==> src/rtl/shift_pattern_monitor.sv <==
// Purpose: lock onto the 8-bit one-hot ping-pong shift pattern, decode position/direction, flag deviations.
// Latency: all outputs registered; the response to a valid sample appears one clk after its edge.
// Backpressure: none; pattern_valid=0 edges freeze all state and leave err low.
module shift_pattern_monitor #(
  parameter int LOCK_LEN   = 2,
  parameter int MISS_LIMIT = 3
) (
  input  logic       clk,
  input  logic       reset,
  input  logic [7:0] pattern,
  input  logic       pattern_valid,
  output logic [2:0] pos,
  output logic       dir,
  output logic       locked,
  output logic       err,
  output logic [7:0] err_count
);

  typedef enum logic [1:0] {HUNT, ACQ, LOCKED} state_t;

  localparam logic [2:0] LOCK_LEN_C   = 3'(LOCK_LEN);
  localparam logic [2:0] MISS_LIMIT_C = 3'(MISS_LIMIT);

  state_t     state;
  logic [2:0] good;
  logic [2:0] miss;

  logic       is_onehot;
  logic [2:0] idx;
  logic       adjacent;
  logic [2:0] pred_pos;
  logic       pred_dir;
  logic       match;

  // Classify the sample: exactly one bit set, and which bit it is.
  always_comb begin
    is_onehot = (pattern != 8'd0) && ((pattern & (pattern - 8'd1)) == 8'd0);
    idx = 3'd0;
    for (int i = 0; i < 8; i++) begin
      if (pattern[i]) idx = 3'(i);
    end
  end

  // Neighbouring-bit test used during acquisition (widened so 7+1 cannot wrap to 0).
  always_comb begin
    adjacent = ({1'b0, idx} == {1'b0, pos} + 4'd1) ||
               ({1'b0, pos} == {1'b0, idx} + 4'd1);
  end

  // Next expected position/direction, bouncing off both endpoints.
  always_comb begin
    pred_pos = pos;
    pred_dir = dir;
    if (!dir) begin
      if (pos != 3'd7) begin
        pred_pos = pos + 3'd1;
        pred_dir = 1'b0;
      end else begin
        pred_pos = 3'd6;
        pred_dir = 1'b1;
      end
    end else begin
      if (pos != 3'd0) begin
        pred_pos = pos - 3'd1;
        pred_dir = 1'b1;
      end else begin
        pred_pos = 3'd1;
        pred_dir = 1'b0;
      end
    end
    match = (pattern == (8'd1 << pred_pos));
  end

  // Monitor FSM: hunt for a one-hot sample, count legal steps to lock, then track and flywheel.
  always_ff @(posedge clk or posedge reset) begin
    if (reset) begin
      state     <= HUNT;
      pos       <= 3'd0;
      dir       <= 1'b0;
      good      <= 3'd0;
      miss      <= 3'd0;
      locked    <= 1'b0;
      err       <= 1'b0;
      err_count <= 8'd0;
    end else begin
      err <= 1'b0;
      if (pattern_valid) begin
        case (state)
          HUNT: begin
            if (is_onehot) begin
              pos   <= idx;
              good  <= 3'd0;
              state <= ACQ;
            end
          end
          ACQ: begin
            if (!is_onehot) begin
              state <= HUNT;
            end else if (adjacent) begin
              dir  <= (idx < pos);
              pos  <= idx;
              good <= good + 3'd1;
              if (good + 3'd1 == LOCK_LEN_C) begin
                state  <= LOCKED;
                locked <= 1'b1;
                miss   <= 3'd0;
              end
            end else begin
              // One-hot but not a neighbour: restart the count from this sample.
              pos  <= idx;
              good <= 3'd0;
            end
          end
          LOCKED: begin
            // Position always advances to the prediction so a single glitch does not desync us.
            pos <= pred_pos;
            dir <= pred_dir;
            if (match) begin
              miss <= 3'd0;
            end else begin
              err  <= 1'b1;
              miss <= miss + 3'd1;
              if (err_count != 8'hFF) err_count <= err_count + 8'd1;
              if (miss + 3'd1 == MISS_LIMIT_C) begin
                state  <= HUNT;
                locked <= 1'b0;
              end
            end
          end
          default: begin
            state  <= HUNT;
            locked <= 1'b0;
          end
        endcase
      end
    end
  end

endmodule

==> config.mk <==
export PLATFORM = sky130hd
export DESIGN_NAME = shift_pattern_monitor
export DESIGN_NICKNAME = d
export VERILOG_FILES = /design/src/rtl/shift_pattern_monitor.sv
export SDC_FILE = /design/constraint.sdc
export NUM_CORES = 1
export LEC_CHECK = 0
export CAP_MARGIN = 20
export CORE_MARGIN = 10
export CORE_UTILIZATION = 25
export DETAILED_ROUTE_END_ITERATION = 6
export DONT_BUFFER_PORTS = 1
export PLACE_DENSITY_LB_ADDON = 0.08
export SLEW_MARGIN = 25
export SYNTH_ARGS = -nofsm -noshare
export SYNTH_HDL_FRONTEND = slang
export SYNTH_SLANG_ARGS = --single-unit
==> constraint.sdc <==
create_clock -name clk -period 5 [get_ports clk]
set_input_delay 1.5 -clock clk [delete_from_list [all_inputs] [get_ports clk]]
set_output_delay 1.5 -clock clk [all_outputs]
set_load 0.02 [all_outputs]
Yosys cells after proc, flatten, opt, wreduce, memory -nomap -nowiden

Index checks and enable logic that the tools add are counted.

Memories: 0
Register bits: 22
Logic and storage cells: 99
ROM bits: 0
Output and inout bits: 14
Input port bits: 11
Memory bits (writable): 0
Bits in latches: 0

Eq/ne operators: 18
Shift operators: 1
Reductions and logical operators: 17
$lt $le $gt $ge: 1
Divide/modulo/power cells: 0
Multiply operators: 0
Muxes and demuxes: 43
Bitwise operators: 3
Add/subtract/negate cells: 8

Operators by type and width:

| kind                                             | count |
|---|---|
| 2-to-1 mux 3 bit                                 | 17 |
| case mux 3 bit (2 select lines)                  | 3 |
| 2-to-1 mux 1 bit                                 | 14 |
| 2-to-1 mux 2 bit                                 | 6 |
| != test 2 bit, second input constant             | 6 |
| AND reduction 4 bit                              | 3 |
| adder 3 x 1 -> 3 bit, second input constant      | 3 |
| != test 3 bit, second input constant             | 3 |
| adder 3 x 1 -> 4 bit, second input constant      | 2 |
| adder 8 x 1 -> 8 bit, second input constant      | 1 |
| AND 8 bit                                        | 1 |
| == test 3 x 4 -> 1 bit                           | 2 |
| == test 8 bit                                    | 1 |
| zero test 8 bit                                  | 1 |
| != test 8 bit, second input constant             | 1 |
| nonzero test 8 bit                               | 1 |
| << shifter 1 x 3 -> 8 bit, first input constant  | 1 |
| subtractor 8 x 1 -> 8 bit, second input constant | 1 |
| AND reduction 7 bit                              | 1 |
| == test 3 x 2 -> 1 bit, second input constant    | 2 |
| case mux 2 bit (3 select lines)                  | 1 |
| AND reduction 6 bit                              | 1 |
| nonzero test 2 bit                               | 3 |
| AND reduction 5 bit                              | 1 |
| other kinds (14)                                 | 15 |

Depth between registers and ports, before layout

Gate-level depths: netlist of the first run.

Depth after elaboration: 13
Gate-level depth with buffers: 12
Depth with buffers taken out: 12

Least setup slack after synthesis of the first run

OpenSTA, ideal clock, no wires.

Path kind: input -> register
From: in pattern[3]
To: reg miss[1]
Path buffers: 1
Library setup time: 0.126 ns
Required time: 4.874 ns
Stages on the path: 10
Path slack: 1.054 ns
Arrival: 3.820 ns
Cell sequence: clkbuf_1 nor2_1 o31ai_1 ha_1 xor2_1 or4_1 o32a_1 nor4_1 nor2b_1 o22ai_1

Cells in the longest elaborated chain, start to end: 10
Elaborated cells between the ends (all ways): 20
Those cells by class: 2 x add/sub; 5 x eq/ne; 7 x mux; 1 x bitwise; 5 x reduce/logical

Ends and longest elaborated chain:

| element                              | RTL line | source |
|---|---|---|
| start: declaration                   | 10       | `input logic [7:0] pattern,` |
| 2-to-1 mux 3 bit (5 in a row)        | 40       | `if (pattern[i]) idx = 3'(i);` |
| adder 3 x 1 -> 4 bit                 | 47       | `({1'b0, pos} == {1'b0, idx} + 4'd1);` |
| == test 3 x 4 -> 1 bit               | 47       |  |
| logical OR 1 bit                     | 46       | `adjacent = ({1'b0, idx} == {1'b0, pos} + 4'd1) \|\|` |
| != test 2 bit (no source line)       | n/a      |  |
| AND reduction 5 bit (no source line) | n/a      |  |
| end signal: assignment               | 122      | `miss <= miss + 3'd1;` |
| end: declaration                     | 26       | `logic [2:0] miss;` |

Parallel ways exist; a longest one is shown, timed or not.
A chain may end at the register's enable or synchronous reset.

Worst setup path in the final report of the first run

From: in pattern[4]
To: reg miss[1]

Cells in the longest elaborated chain, start to end: 9
Elaborated cells between the ends (all ways): 19
Those cells by class: 2 x add/sub; 5 x eq/ne; 6 x mux; 1 x bitwise; 5 x reduce/logical

Ends and longest elaborated chain:

| element                              | RTL line |
|---|---|
| 2-to-1 mux 3 bit (4 in a row)        | 40 |
| adder 3 x 1 -> 4 bit                 | 47 |
| == test 3 x 4 -> 1 bit               | 47 |
| logical OR 1 bit                     | 46 |
| != test 2 bit (no source line)       | n/a |
| AND reduction 5 bit (no source line) | n/a |

Parallel ways exist; a longest one is shown, timed or not.

==> results of run 1 <==
==> metal layers <==
layer,GRT usage (%),vias up,share of wire (%)
met5,0,-,0
met4,0.882,0,0.42
met3,3.19,2,6.9
met2,12.7,27,46
met1,10.2,687,46
li1,-,737,-
==> Yosys cell counts (4+ instances only) <==
master	count	share of area, %
nand2_1	12	2.5
nor3_1	5	1.4
inv_1	14	2.9
nor4_1	10	3.5
ha_1	15	10
o21ai_0	7	1.9
nor2_1	12	2.5
o21ai_1	5	1.4
a31oi_1	4	1.4
nand2b_1	9	3.1
nor4b_1	4	1.9
nand3_1	7	1.9
xor2_1	11	5.3
nor2b_1	6	2.1
dfrtp_1	22	31
clkbuf_1	9	1.9
==> worst max-delay path: cells and delay by family <==
family	cells	cell delay (ns)
AND/OR/NAND/NOR	3	1.04
adder cells (fa/ha/maj)	1	0.34
XOR/XNOR	1	0.14
AO/OA/AOI/OAI	3	0.83
==> final cells by class <==
class                           instances  area [sq um]
Clock buffer                            4          55.1
Fill cell                             750          4980
Inverter                               14          52.6
Multi-Input combinational cell        158          1150
Sequential cell                        22           551
Tap cell                               96           120
==> flip-flops by register name, indices dropped and copies added (netlist names) <==
| name | flops |
|---|---|
| miss | 3 |
| locked | 1 |
| err_count | 8 |
| good | 3 |
| pos | 3 |
| state | 2 |
| err | 1 |
| dir | 1 |
==> how the worst max path moves through the flow <==
stage                          start       to  slack (ns)  cells past startpoint
after global placement    pattern[4]  miss[1]        1.10                      8
after detailed placement  pattern[4]  miss[1]        0.98                      8
final                     pattern[4]  miss[1]        1.30                      8
after floorplan           pattern[3]  miss[1]        1.05                     10
after CTS                 pattern[4]  miss[1]        1.26                      8
after global routing      pattern[3]  miss[1]        1.08                      9
==> power by group through the flow <==
stage	Clock [uW]	Sequential, uW	Combinational (uW)
CTS	133	201	122
finish	125	201	122
detailed placement	0	205	122
global placement	0	204	123
floorplan	0	200	107
global route	142	203	137
==> stage by stage <==
step | cell area (sq um) | instances | worst slack [ns] | power (uW)
floorplan | 1800 | 205 | 1.05 | 307
global route | 1930 | 294 | 1.08 | 483
global placement | 1870 | 290 | 1.10 | 327
detailed placement | 1870 | 290 | 0.981 | 327
finish | 1930 | 294 | 1.30 | 449
CTS | 1930 | 294 | 1.26 | 457
==> kinds of logic after synthesis <==
kind of cell | share of synthesized area, %
compound gates | 17.3
xor+xnor | 6.32
fa+ha+maj | 11.0
buf+inv | 5.69
flops | 30.6
mux | 2.57
simple gates | 26.6
==> impl_metrics.tcl, run 1 <==
set metrics [dict create \
    status "finished clean" \
    clock_latency_ns 0.26 \
    leakage_uw 0.000814 \
    grt_max_degree 23 \
    gp_congestion 0.774 \
    syn_nets 231 \
    hold_violations 0 \
    avgViaCountPerCell 4.94 \
    ys_seq_area_share_pct 30.6 \
    clockBufferDepth 2 \
    p_sw_share_pct 32.6 \
    first_global_vias 1382 \
    hold_depth 1 \
    path_class "primary input to register" \
    holdBufCountCts 0 \
    drt-total-wl_mm 4.51 \
    port_buffers 0 \
    reg2reg_slack_ns 1.42 \
    fp.coreArea_sq_um 6910 \
    cpPeakStageDelay_ns 0.51 \
    min_path_type "register to register" \
    drc 0 \
    min_period_ns 3.70 \
    finalHoldWorstSlack_ns 0.517 \
    p_int_uw 302 \
    synth_area_sq_um 1800 \
    cp_slowest_cell "o31ai_1" \
    n_antenna_cell 0 \
    share_comb_of_total_power_pct 27.3 \
    async_flop_share_pct 100 \
    rr_startpoint "pos[0]" \
    final_cell_mix "dfrtp_1 (22), ha_1 (15), inv_1 (14), nand2_1 (12), nor2_1 (12)" \
    die_h_microns 105 \
    worst_ep_arrival_time_ns 3.84 \
    cts_resized 0 \
    pwr-share-seq_pct 44.8 \
    min_from "good[0]" \
    rsz0062_at_grt "false" \
    utilization_pct 27.9 \
    r2r_cells 9 \
    cap_violations 0 \
    cts.sinks 22 \
    pwr-share-clk_pct 27.9 \
    cp-start-kind "primary input" \
    cts_made_buffers 3 \
    tns_ns 0 \
    setup_violations 0 \
    htree_levels 1 \
    grt_pass1_wl_mm 7.31 \
    die_w_microns 105 \
    path_clk_slew_ns 0.08 \
    tritoncts "yes" \
    dr.pass1.iters 4 \
    slew_violations 0 \
    root_buffer "clkbuf_8" \
    yosysWarnings 0 \
    timing.rr.end "err_count[1]" \
    power.switching_uw 146 \
    drtIter0Drc 87 \
    grtUsageTotal_pct 7.97 \
    ios 25 \
    grt-ovfl-total 0 \
    antenna_left 0 \
    p_per_area_nw_per_um2 233 \
    maxSlewHeadroom_pct 41.5 \
    initial_core_util_pct 26.1 \
    ir_drop_mv 0.0793 \
    dieArea_sq_um 11000 \
    dp_hpwl_mm 3.53 \
    syn_avg_cell_area_sq_um 8.79 \
    drive_above_1_share_pct 5.05 \
    vias 1453 \
    skew_ns 0.00142 \
    rows 30 \
    cts_setup_buffers 0 \
    tightest_slew_ns 0.877 \
    final_nets 225 \
    required_ns 5.15 \
    ys_ff_latch 22 \
    min_period_over_period_pct 73.9 \
    final_common_cell "dfrtp_1" \
    ys.flop_type "dfrtp_1" \
    synth_edf_count 0 \
    cp-end-kind "register" \
    timing.fmax_mhz 270 \
    syn2layout_area_growth_pct 6.94 \
    min_to "good[0]" \
    synth_cells 205 \
    crit_fanout 9 \
    crit_chain "o31ai_1, ha_1, xor2_1, or4_1, o32a_1, nor4_1, nor2b_1, o22ai_1" \
    drt-wirelength-per-cell_microns 15.4 \
    antenna_found_initial 0 \
    synth_cell_type_count 50 \
]
(Power assumes the default switching activity.)
==> inputs of run 2 (changes only) <==
- clock period: 5 -> 3.15 ns (I/O delays scaled with it)
==> impl_metrics.tcl, run 2 (same netlist as run 1, synthesis figures left out) <==
set metrics [dict create \
    status "finished clean" \
    worst_ep_arrival_time_ns 3.14 \
    slew_violations 0 \
    place_area_sq_um 2000 \
    setup_ws_ns 0.176 \
    fp.coreArea_sq_um 6910 \
    gp_congestion 0.842 \
    drtIter0Drc 95 \
    regArea_sq_um 552 \
    min_period_over_period_pct 94.4 \
    share_comb_of_total_power_pct 29.6 \
    clockBufferDepth 2 \
    required_ns 3.31 \
    initial_core_util_pct 26.1 \
    cts_made_buffers 3 \
    path_clk_slew_ns 0.09 \
    pwr-share-clk_pct 33.5 \
    avgViaCountPerCell 5.08 \
    pwr-share-seq_pct 36.8 \
    rows 30 \
    cp-end-kind "register" \
    first_global_vias 1639 \
    tritoncts "yes" \
    timing.rr.end "err_count[1]" \
    antenna_found_initial 0 \
    top_register "err_count" \
    rsz0062_at_grt "false" \
    setup_violations 0 \
    clock_latency_ns 0.27 \
    critPathTopFamily "compound AO/OA/AOI/OAI gates" \
    final_cell_area_sq_um 2080 \
    final_common_cell "dfrtp_1" \
    p_per_area_nw_per_um2 393 \
    leakage_uw 0.000881 \
    port_buffers 0 \
    dpl_worst_slack_ns -0.0204 \
    drt-total-wl_mm 4.95 \
    hold_depth 2 \
    worst-path-stages 10 \
    holdBufCountCts 0 \
    htree_levels 1 \
    crit_top_cell "ha_1" \
    crit_fanout 10 \
    multi_input_area_sq_um 1180 \
    min_path_type "register to register" \
    crit_end "err_count[1]" \
    drc 0 \
    cp-startpoint "pos[0]" \
    dieArea_sq_um 11000 \
    die_w_microns 105 \
    antenna_left 0 \
    p_sw_share_pct 31.2 \
    n_antenna_cell 0 \
    cts_setup_buffers 0 \
    fillers 770 \
    ios 25 \
    root_buffer "clkbuf_8" \
    p_int_uw 563 \
    timing.fmax_mhz 336 \
    reg2reg_slack_ns 0.18 \
    largest_register_ffs 8 \
    tns_ns 0 \
    min_period_ns 2.97 \
    maxSlewHeadroom_pct 43.0 \
    ir_drop_mv 0.129 \
    cap_violations 0 \
    cp-start-kind "register" \
    syn2layout_area_growth_pct 15.6 \
    grt-ovfl-total 0 \
    skew_ns 0.00324 \
    drive_above_1_share_pct 13.7 \
    power.switching_uw 255 \
    tightest_slew_ns 0.850 \
    cts.sinks 22 \
    dp_hpwl_mm 3.85 \
    worst-path-buf-inv 1 \
    drt-wirelength-per-cell_microns 16.1 \
    grtUsageTotal_pct 9.04 \
    cpPeakStageDelay_ns 0.43 \
    vias 1559 \
    die_h_microns 105 \
    dr.pass1.iters 4 \
    rr_startpoint "pos[0]" \
    path_class "register to register" \
    final_cell_mix "dfrtp_1 (21), ha_1 (14), inv_1 (13), nand2_1 (12), buf_4 (12)" \
    grt_pass1_wl_mm 8.37 \
    final_nets 238 \
    finalPower_uw 819 \
    hold_violations 0 \
    r2r_cells 10 \
    cp_slowest_cell "dfrtp_1" \
    crit_chain "ha_1, ha_1, nor3_1, a21o_1, mux2_2, o311a_1, a2111oi_4, buf_12, nor3_2, mux2_4" \
    grt_max_degree 23 \
]
## run 2: worst min-delay path by stage
| stage | to | start | slack (ns) |
|---|---|---|---|
| 2_1_floorplan | good[1] | good[1] | 0.47 |
| 3_3_place_gp | good[1] | good[1] | 0.48 |
| 3_5_place_dp | good[1] | good[1] | 0.51 |
| 4_1_cts | good[1] | good[1] | 0.53 |
| 5_1_grt | miss[0] | miss[0] | 0.56 |
| 6_report | good[1] | good[1] | 0.52 |
## run 2: cell type report
type / instances / area share [%]
Clock buffer: 3 / 1.98
Tap cell: 96 / 5.77
Clock inverter: 1 / 1.44
Multi-Input combinational cell: 158 / 56.5
Timing Repair Buffer: 13 / 5.29
Inverter: 14 / 2.52
Sequential cell: 22 / 26.5
## run 2: per-layer routing
metal	global-route usage [%]	part of all wire, %	vias to the layer above
met5	0	0	-
met4	3.63	1.4	0
met3	1.60	4.3	6
met2	14.4	47	26
met1	11.7	47	767
li1	-	-	760
## run 2: timing repair
action	CTS	global route
gates resized for setup	0	3
endpoints found under the hold margin	0	0
setup endpoints to repair	0	11
## run 2: power by group through the flow
stage | clock (uW) | sequential, uW | combinational, uW
after CTS | 284 | 301 | 243
after global placement | 0 | 307 | 237
final | 275 | 301 | 243
after detailed placement | 0 | 307 | 241
after floorplan | 0 | 317 | 174
after global routing | 296 | 303 | 269
## run 2: tightest hold or removal path, stage by stage, from the launching register on
cell and delay [ns]:
dfrtp_1 0.37, nand2_1 0.06, o41ai_1 0.06
## run 2: per-stage QoR
stage,hold WS [ns],cells,util [%]
2_1_floorplan,0.469,205,-
6_report,0.520,307,30.1
3_3_place_gp,0.483,303,29.0
5_1_grt,0.562,307,30.1
4_1_cts,0.528,307,30.1
3_5_place_dp,0.505,303,29.0
